$ cat src/rtl/fwd_hazard_unit.sv
// rtl/fwd_hazard_unit.sv - forwarding-select and load-use hazard controller
//
// Purpose: tracks destination registers of the instructions in EX and MEM,
// computes the two ALU operand-mux selects in ID and registers them into EX,
// and stalls IF/ID with an EX bubble on a load-use hazard.
//
// Ports:
//   clk, rst_n                 clock (rising edge), async active-low reset
//   id_valid                   ID holds a real instruction
//   id_rs1/id_rs2              ID source register addresses
//   id_use_rs1/id_use_rs2      instruction reads rs1 / rs2
//   id_rd, id_reg_write        ID destination and its write enable
//   id_mem_read                ID instruction is a load
//   flush                      kill the ID instruction
//   mem_busy                   data memory wait, freezes everything
//   stall                      combinational hold of PC and IF/ID
//   ex_sel1/ex_sel2            registered selects: 0 reg, 1 MEM fwd, 2 WB fwd
//   ex_valid                   registered, EX holds a real instruction
module fwd_hazard_unit #(
  parameter int REG_ADDR_W  = 3,
  parameter bit ZERO_REG_EN = 1'b1
) (
  input  logic                  clk,
  input  logic                  rst_n,
  input  logic                  id_valid,
  input  logic [REG_ADDR_W-1:0] id_rs1,
  input  logic [REG_ADDR_W-1:0] id_rs2,
  input  logic                  id_use_rs1,
  input  logic                  id_use_rs2,
  input  logic [REG_ADDR_W-1:0] id_rd,
  input  logic                  id_reg_write,
  input  logic                  id_mem_read,
  input  logic                  flush,
  input  logic                  mem_busy,
  output logic                  stall,
  output logic [1:0]            ex_sel1,
  output logic [1:0]            ex_sel2,
  output logic                  ex_valid
);

  localparam logic [1:0] SEL_REG = 2'd0;
  localparam logic [1:0] SEL_MEM = 2'd1;
  localparam logic [1:0] SEL_WB  = 2'd2;

  // EX shadow
  logic [REG_ADDR_W-1:0] ex_rd_q,    ex_rd_d;
  logic                  ex_wr_q,    ex_wr_d;
  logic                  ex_ld_q,    ex_ld_d;
  logic                  ex_valid_q, ex_valid_d;
  logic [1:0]            ex_sel1_q,  ex_sel1_d;
  logic [1:0]            ex_sel2_q,  ex_sel2_d;
  // MEM shadow
  logic [REG_ADDR_W-1:0] mem_rd_q,    mem_rd_d;
  logic                  mem_wr_q,    mem_wr_d;
  logic                  mem_valid_q, mem_valid_d;

  logic rs1_is_zero, rs2_is_zero;
  logic rs1_hit_ex, rs2_hit_ex;
  logic rs1_hit_mem, rs2_hit_mem;
  logic [1:0] sel1_id, sel2_id;
  logic accept;

  // Register 0 is hardwired to zero, so it can never be a forwarding source.
  assign rs1_is_zero = ZERO_REG_EN && (id_rs1 == '0);
  assign rs2_is_zero = ZERO_REG_EN && (id_rs2 == '0);

  // Bubbles (valid = 0) and non-writers never match.
  assign rs1_hit_ex  = id_use_rs1 && ex_valid_q && ex_wr_q && (ex_rd_q == id_rs1) && !rs1_is_zero;
  assign rs2_hit_ex  = id_use_rs2 && ex_valid_q && ex_wr_q && (ex_rd_q == id_rs2) && !rs2_is_zero;
  assign rs1_hit_mem = id_use_rs1 && mem_valid_q && mem_wr_q && (mem_rd_q == id_rs1) && !rs1_is_zero;
  assign rs2_hit_mem = id_use_rs2 && mem_valid_q && mem_wr_q && (mem_rd_q == id_rs2) && !rs2_is_zero;

  // Producer in EX now is in MEM when the consumer reaches EX, and it is the
  // newest value, so it takes priority over the older MEM producer.
  assign sel1_id = rs1_hit_ex ? SEL_MEM : (rs1_hit_mem ? SEL_WB : SEL_REG);
  assign sel2_id = rs2_hit_ex ? SEL_MEM : (rs2_hit_mem ? SEL_WB : SEL_REG);

  // A load's data is not available until it leaves MEM, so a consumer directly
  // behind it waits one cycle; after that the hit becomes a MEM hit.
  assign stall  = id_valid && !flush && !mem_busy && ex_ld_q && (rs1_hit_ex || rs2_hit_ex);
  assign accept = id_valid && !flush && !stall;

  always_comb begin
    ex_rd_d     = ex_rd_q;
    ex_wr_d     = ex_wr_q;
    ex_ld_d     = ex_ld_q;
    ex_valid_d  = ex_valid_q;
    ex_sel1_d   = ex_sel1_q;
    ex_sel2_d   = ex_sel2_q;
    mem_rd_d    = mem_rd_q;
    mem_wr_d    = mem_wr_q;
    mem_valid_d = mem_valid_q;
    if (!mem_busy) begin
      mem_rd_d    = ex_rd_q;
      mem_wr_d    = ex_wr_q;
      mem_valid_d = ex_valid_q;
      if (accept) begin
        ex_rd_d    = id_rd;
        ex_wr_d    = id_reg_write;
        ex_ld_d    = id_mem_read;
        ex_valid_d = 1'b1;
        ex_sel1_d  = sel1_id;
        ex_sel2_d  = sel2_id;
      end else begin
        ex_wr_d    = 1'b0;
        ex_ld_d    = 1'b0;
        ex_valid_d = 1'b0;
        ex_sel1_d  = SEL_REG;
        ex_sel2_d  = SEL_REG;
      end
    end
  end

  always_ff @(posedge clk or negedge rst_n) begin
    if (!rst_n) begin
      ex_rd_q     <= '0;
      ex_wr_q     <= 1'b0;
      ex_ld_q     <= 1'b0;
      ex_valid_q  <= 1'b0;
      ex_sel1_q   <= SEL_REG;
      ex_sel2_q   <= SEL_REG;
      mem_rd_q    <= '0;
      mem_wr_q    <= 1'b0;
      mem_valid_q <= 1'b0;
    end else begin
      ex_rd_q     <= ex_rd_d;
      ex_wr_q     <= ex_wr_d;
      ex_ld_q     <= ex_ld_d;
      ex_valid_q  <= ex_valid_d;
      ex_sel1_q   <= ex_sel1_d;
      ex_sel2_q   <= ex_sel2_d;
      mem_rd_q    <= mem_rd_d;
      mem_wr_q    <= mem_wr_d;
      mem_valid_q <= mem_valid_d;
    end
  end

  assign ex_sel1  = ex_sel1_q;
  assign ex_sel2  = ex_sel2_q;
  assign ex_valid = ex_valid_q;

endmodule

$ cat config.mk
export PLATFORM = sky130hd
export DESIGN_NAME = fwd_hazard_unit
export DESIGN_NICKNAME = d
export VERILOG_FILES = /design/src/rtl/fwd_hazard_unit.sv
export SDC_FILE = /design/constraint.sdc
export NUM_CORES = 1
export LEC_CHECK = 0
export ABC_AREA = 0
export CAP_MARGIN = 25
export CORE_MARGIN = 4
export CORE_UTILIZATION = 45
export CTS_BUF_LIST = sky130_fd_sc_hd__clkbuf_8
export CTS_CLUSTER_SIZE = 40
export DETAILED_ROUTE_END_ITERATION = 10
export GPL_TIMING_DRIVEN = 0
export PLACE_DENSITY = 0.88
export SYNTH_ARGS = -nofsm -noshare
export SYNTH_HDL_FRONTEND = slang
export SYNTH_SLANG_ARGS = --single-unit
$ cat constraint.sdc
create_clock -name clk -period 3.2 [get_ports clk]
set_clock_uncertainty 0.2 [all_clocks]
set_input_delay 0.64 -clock clk [delete_from_list [all_inputs] [get_ports clk]]
set_output_delay 0.64 -clock clk [all_outputs]
set_load 0.02 [all_outputs]
# --- Word-level counts from Yosys, hierarchy flattened ---
# Cells that the tools add are included.
op_classes:
  bitwise_logic: 1
  eq_ne: 4
  reduce_logical: 30
  n_mux: 9
ops:
  columns: ["op", "n"]
  rows:
  - ["$logic_and 1x1->1", 21]
  - ["$eq 3x3->1", 4]
  - ["$mux 2", 6]
  - ["$logic_not 3->1", 2]
  - ["$logic_not 1->1", 5]
  - ["$mux 1", 3]
  - ["$reduce_and 2->1", 1]
  - ["$logic_or 1x1->1", 1]
  - ["$not 1->1", 1]
totals:
  output_inout_bits: 6
  register_bits: 15
  word_cells: 53
  input_bits: 18

# --- Longest topological paths before layout ---
# Gate-level depths: netlist of the first run.
depth:
  ltp_word: 9
  ltp_mapped: 5

# --- Worst setup path before layout of the first run ---
# Ideal clock, no wire load.
synth_timing:
  path_type: "in2out"
  startpoint: "input id_rs2[2]"
  endpoint: "output stall"
  path_slack_ps: 763
  arrival_ps: 1597
  cell_stages: 5
  t_required_ps: 2360
  path_cell_list: "xor2_1 -> nor3_2 -> nand3_2 -> and2_4 -> nor2_1"
synth_via:
  elab_chain_len: 5
synth_lines:
  columns: ["element", "line_no", "source"]
  rows:
  - ["start: declaration", "27", "input logic [REG_ADDR_W-1:0] id_rs2,"]
  - ["$eq 3x3->1 / $logic_not 3->1 (equally long branches)", "69, 65", null]
  - ["$logic_and 1x1->1 / $logic_not 1->1 (equally long branches)", "69", "assign rs2_hit_ex = id_use_rs2 && ex_valid_q && ex_wr_q && (ex_rd_q == id_rs2) && !rs2_is_zero;"]
  - ["$logic_and 1x1->1 *", "69", null]
  - ["$logic_or 1x1->1 *", "80", "assign stall = id_valid && !flush && !mem_busy && ex_ld_q && (rs1_hit_ex || rs2_hit_ex);"]
  - ["$logic_and 1x1->1 *", "80", null]
  - ["end: declaration", "35", "output logic stall,"]
# Mark *: on every way between the ends. The rest lies on a longest branch, timed or not.

# --- Worst setup path in the final report of the first run ---
layout_timing:
  startpoint: "input id_rs1[2]"
  endpoint: "output stall"
layout_via:
  elab_chain_len: 5
layout_lines:
  columns: ["element", "line_no", "source"]
  rows:
  - ["start: declaration", "26", "input logic [REG_ADDR_W-1:0] id_rs1,"]
  - ["$eq 3x3->1 / $logic_not 3->1 (equally long branches)", "68, 64", null]
  - ["$logic_and 1x1->1 / $logic_not 1->1 (equally long branches)", "68", "assign rs1_hit_ex = id_use_rs1 && ex_valid_q && ex_wr_q && (ex_rd_q == id_rs1) && !rs1_is_zero;"]
  - ["$logic_and 1x1->1 *", "68", null]
  - ["$logic_or 1x1->1 *", "80", null]
  - ["$logic_and 1x1->1 *", "80", null]
# Marks and branches as above.

==> impl_metrics.json, run 1 <==
{
  "slowest_delay_ns": 0.52,
  "cts_sinks": 15,
  "syn2layout_area_growth_pct": 38.2,
  "fillers": 138,
  "die_y_um": 50.4,
  "setup_viol": 0,
  "synth_area_leader_cell": "dfrtp_1",
  "rsz0062_at_grt": "false",
  "worst_pin_slew_ns": 0.670,
  "cts_max_level": 1,
  "start_util_pct": 47.3,
  "ir_drop_mv": 0.299,
  "ys_ff_latch": 15,
  "synth-xor-area-share_pct": 8.67,
  "crit_path_end": "stall",
  "worstSetupPathType": "input pin to output pin",
  "crit_start": "id_rs1[2]",
  "synth_compound_area_share_pct": 13.9,
  "min_path_type": "flip-flop to flip-flop",
  "holdWs_ns": 0.293,
  "antenna_found_initial": 0,
  "grt_pass1_wl_um": 3160,
  "drtIter0Drc": 11,
  "ys.flop_type": "dfrtp_1",
  "status": "finished, final reports clean",
  "multi_input_area_um2": 418,
  "ff_latch_area_um2": 375,
  "coreArea_mm2": 0.00171,
  "maxSlewViolCount": 0,
  "dr_total_vias": 688,
  "start_kind": "input pin",
  "io_buffers": 23,
  "yosys.area.top_type_share_pct": 46.4,
  "dp.cells": 122,
  "drt-met1-wl_um": 741,
  "grt_use_total_pct": 16.8,
  "die-area_mm2": 0.00254,
  "cp_data_required_time_ns": 2.36,
  "detail-route-antenna-nets": 0,
  "dr_wl_met2_um": 996,
  "wl_met3_um": 114,
  "seq_area_frac_synth_pct": 46.4,
  "wl_um": 1890,
  "synth_cell_type_count": 26,
  "worstPathCellList": "clkdlybuf4s50_1, xnor2_1, nand3_1, a211o_1, and2_4, nor2_1, clkbuf_2",
  "slew_headroom_pct": 55.2,
  "r2r_start": "ex_rd_q[1]$_DFFE_PN0P_",
  "period_needed_ns": 3.03,
  "synth-simple-area-share_pct": 18.0,
  "r2r_slack_ns": 1.35,
  "cts-root-buf": "clkbuf_8",
  "cp-end-kind": "output pin",
  "cts_tree": "done",
  "synth_fa_ha_area_share_pct": 0,
  "place.detailed.hpwl_um": 1490,
  "grt_start_max_net_pins": 16,
  "yosysWarnings": 0,
  "first_global_vias": 684,
  "worstPathMaxFanout": 3,
  "firstDrtPassIters": 4,
  "drcViolationCount": 0,
  "synth_area_um2": 808,
  "path_clk_slew_ns": 0.06,
  "overflow": 0,
  "cts_inserted_buffers": 3,
  "fmax_mhz": 330,
  "rr_worst_depth": 5,
  "clk_latency_ns": 0.25,
  "reg2reg_to": "ex_rd_q[1]$_DFFE_PN0P_",
  "vias_per_cell": 5.42,
  "avgSynthCellArea_um2": 10.9,
  "synthCells": 74,
  "io_pins": 24,
  "synth_top_family_by_area": "simple AND/OR/NAND/NOR gates",
  "fin_cells": 127,
  "yosys-top-cells-area": "dfrtp_1 46%, mux2_2 7.0%, a32o_1 5.0%",
  "synth_edf_count": 0,
  "hold_violations": 0,
  "diodes": 0,
  "wl_per_cell_um": 14.9,
  "highest_layer": "met4",
  "gp_congestion": 0.825,
  "num_rows": 15,
  "p_per_area_mw_per_mm2": 437,
  "async_flop_share_pct": 100,
  "die_w_um": 50.4,
  "max_cap_viol_count": 0,
  "synthMuxAreaShare_pct": 11.1,
  "cts.path.max_buffers": 2,
  "drive_above_1_share_pct": 14.7,
  "post-route-period-util_pct": 94.7,
  "synth_nets": 92,
  "cp_slowest_cell": "clkdlybuf4s50_1",
  "power_leakage_nw": 0.467,
  "dp_slack_ns": -0.262,
  "final_net_count": 121,
  "fin_ws_ns": 0.170,
  "arrival_ns": 2.19
}
## synthesized netlist by cell type, types with 2 or more instances
cell type and n:
nor2_1 7, o21ai_1 3, nand3_1 2, and3_1 2
mux2_1 3, a32o_1 4, a22o_1 2, xor2_1 4
o21ai_0 2, nand3_2 2, xnor2_1 4, inv_1 3
dfrtp_1 15, mux2_2 5, nand2_1 5
## area by class of cell
class | instances | area share, %
Buffer | 1 | 0.336
Tap cell | 25 | 2.80
Clock buffer | 3 | 3.70
Multi-Input combinational cell | 55 | 37.4
Sequential cell | 15 | 33.6
Timing Repair Buffer | 24 | 20.8
Clock inverter | 1 | 0.336
Inverter | 3 | 1.01
## flip-flops by register name, indices dropped and copies added (netlist names)
| name | cells |
|---|---|
| ex_ld_q | 1 |
| mem_rd_q | 3 |
| ex_wr_q | 1 |
| ex_valid | 1 |
| ex_sel1 | 2 |
| mem_wr_q | 1 |
| mem_valid_q | 1 |
| ex_rd_q | 3 |
| ex_sel2 | 2 |
## critical path: cells and delay by family
| family | cells | cell delay (ns) |
|---|---|---|
| compound gates | 1 | 0.34 |
| xor+xnor | 1 | 0.13 |
| buf+inv | 2 | 0.70 |
| simple gates | 3 | 0.38 |
## metal layers
layer	global-route usage (%)	up-vias
met1	18.8	338
li1	-	324
met4	8.07	0
met5	0	-
met2	29.6	21
met3	4.15	5
## stage by stage
stage / area, µm² / utilization [%] / power, W / TNS (ns)
detailed placement: 1070 / 62.6 / 0.000339 / -0.262
global placement: 1070 / 62.6 / 0.000333 / -0.227
global route: 1120 / 65.4 / 0.000515 / 0
CTS: 1110 / 65.2 / 0.000491 / 0
finish: 1120 / 65.4 / 0.000488 / 0
floorplan: 808 / - / 0.000291 / 0
## cell families (layout without fill, tap and decap cells)
family / after synthesis / after routing
flops: 15 / 15
mux: 8 / 8
compound gates: 15 / 15
simple gates: 24 / 24
xor+xnor: 8 / 8
buf+inv: 4 / 32
## how the worst min path moves through the flow
| stage | startpoint | endpoint | slack (ns) | depth (start not counted) |
|---|---|---|---|---|
| 6_report | ex_sel2[1]$_DFFE_PN0N_ | ex_sel2[1]$_DFFE_PN0N_ | 0.29 | 1 |
| 3_3_place_gp | ex_sel2[1]$_DFFE_PN0N_ | ex_sel2[1]$_DFFE_PN0N_ | 0.28 | 1 |
| 2_1_floorplan | rst_n | ex_ld_q$_DFFE_PN0N_ | 0.14 | 0 |
| 5_1_grt | mem_wr_q$_DFFE_PN0N_ | mem_wr_q$_DFFE_PN0N_ | 0.33 | 1 |
| 3_5_place_dp | ex_sel2[1]$_DFFE_PN0N_ | ex_sel2[1]$_DFFE_PN0N_ | 0.28 | 1 |
| 4_1_cts | ex_sel2[1]$_DFFE_PN0N_ | ex_sel2[1]$_DFFE_PN0N_ | 0.30 | 1 |
## power by group
| group | total (W) | internal [W] | switching [W] |
|---|---|---|---|
| clock | 0.000153 | 0.0000851 | 0.0000679 |
| sequential | 0.000239 | 0.000211 | 0.0000282 |
| combinational | 0.0000965 | 0.0000561 | 0.0000404 |
| total | 0.000488 | 0.000352 | 0.000136 |
## repair_timing
action                     CTS  global route
pin swaps                    0             1
hold buffers                 0             0
buffers inserted             0             1
resized for setup            1             2
setup endpoints to repair    1             1
## cell usage in the layout (no fill, tap or decap)
cell type         n
o2111ai_1         1
a22o_1            2
clkbuf_8          3
buf_4             1
a32o_1            4
nor2_1            7
clkbuf_2          1
or3b_1            1
nand2_1           5
nand3_2           2
nand3_1           2
mux2_1            3
clkbuf_1          1
and3_1            2
nor4_1            1
clkdlybuf4s50_1  22
a21oi_1           1
mux2_2            5
nor3_1            1
xnor2_1           4
nor3_2            1
o21ai_0           2
inv_1             4
o21bai_1          1
xor2_1            4
and2_4            1
a211o_1           1
nor3b_4           1
dfrtp_1          15
o21ai_1           3
No activity file was read; power rests on OpenSTA's default activity.
==> run 2: changes to the inputs <==
Settings changed: CTS_CLUSTER_DIAMETER from default to 80.
==> results of run 2 <==
Same layout as run 1: the final DEF is identical, and so are final timing and power.
==> RTL edit (flow settings as in run 2) <==
Reset style: synchronous (`rst_n`), changed in one clocked block. Comments in the files are not updated.
--- a/src/rtl/fwd_hazard_unit.sv
+++ b/src/rtl/fwd_hazard_unit.sv
@@ -111,7 +111,7 @@
     end
   end
 
-  always_ff @(posedge clk or negedge rst_n) begin
+  always_ff @(posedge clk) begin
     if (!rst_n) begin
       ex_rd_q     <= '0;
       ex_wr_q     <= 1'b0;
Behaviour: differs if rst_n is asserted again (counterexample within 4 cycles, from zero or initial values and one cycle with rst_n low); with rst_n held inactive, the same outputs for 10 cycles.
==> RTL edit against run 2 <==
Sequential cell count is the same; maximum frequency is 4.0% lower; routed wire length grew 7.9%; area after synthesis is 2.5% higher; largest power group unchanged; synthesized cell count rose by 24%; final area rose by 2.9%; worst setup slack worse by 0.12 ns; largest cell class unchanged; total power shrank 15%.
==> RTL edit: results (changes against run 2) <==
result of the run=finished clean; biggest area contributors in the synthesized netlist=dfxtp_1 (36%), mux2i_1 (9.7%), xnor2_1 (6.3%); worst slack at placement=-0.5065 ns (-0.2449 ns); fraction of final layout cells sized beyond drive strength 1=8.403% (-6.3 points); commonest cells in the netlist=dfxtp_1 (15), nand2_1 (11), mux2i_1 (8); slew of the pin with the lowest slew margin=0.4934 ns (-0.1769 ns); routing usage on met1=19.03% (+0.27 points); final critical-path setup slack=0.04496 ns (-0.1250 ns); wire length of the first global-routing pass=3263 µm (+3.3%); post-route met1 wirelength=889 µm (+20%); mean routed wirelength per cell=14.17 µm (-4.8%); startpoint of the most critical register-to-register path=ex_rd_q[0]; Hold Path End=ex_sel1[1]; met3 Usage GRT=4.665% (+0.51 points); gp weighted congestion=0.8769 (+6.2%); net count after synthesis=110 (+20%); Max rail drop VDD=0.0002032 V (-32%); initial detailed-routing violation count=19 (+8); post-synthesis xor/xnor area fraction=8.459% (-0.21 points); met2 wirelength from detailed routing=970 µm (-2.6%); fraction of the mapped netlist area in compound gates=17.82% (+3.9 points); final-layout worst hold slack=0.2793 ns (-0.01408 ns); kind of path behind the tightest hold check=flip-flop to flip-flop; PostCTS Resize Cnt=5 (+4); Async SR Flop Fraction=0% (-100 points); Port Buffer Count=22 (-4.3%); Synth Area in Adders=0% (unchanged); maximum cell stage delay along the critical path=0.48 ns (-0.04 ns); static leakage power=0.4141 nW (-11%); pin count of the biggest net entering global routing=11 (-5); Final Net Count=138 (+14%); worst reg2reg endpoint=ex_ld_q; post-placement cell area=0.001080 mm² (+0.94%); via count of the routed design=807 (+17%); clock tree root buffer cell=clkbuf_8; origin of the worst min-delay path=ex_sel1[1]; worst hold path cell count=2 (+1); detailed placer's ending HPWL=1541 µm (+3.4%); mux share of post-synthesis cell area=9.668% (-1.5 points); Worst Setup SP=id_rs2[2]; maximum fanout along the worst path=4 (+1); Mapped Cells=92 (+24%); M2 GR Usage=27.68% (-1.9 points); Netlist cell types=30 (+15%); via-per-instance ratio=5.604 (+3.4%)
[RTL edit: cell count changes after synthesis, moves of 5 or more]
cell / change
dfrtp_1: -15
dfxtp_1: +15
mux2i_1: +8
nor2b_1: +7
nand2_1: +6
mux2_2: -5
[RTL edit: worst max-delay path: cells and delay by family]
kind            cells  cell delay, ns
compound gates      3            0.63
buf+inv             2            0.73
simple gates        1            0.32
[RTL edit: area by class of cell]
type,count,area (µm²),share of cell area (%)
Multi-Input combinational cell,72,524.3,45.59
Tap cell,25,31.28,2.720
Buffer,5,18.77,1.632
Sequential cell,15,300.3,26.12
Clock inverter,1,5.005,0.4353
Clock buffer,3,41.29,3.591
Timing Repair Buffer,23,229.0,19.91
[RTL edit: power breakdown]
part | total, W | switching, W | internal, W
clock network | 0.000158 | 0.0000712 | 0.0000865
registers | 0.000195 | 0.00000498 | 0.000190
logic | 0.0000601 | 0.0000274 | 0.0000327
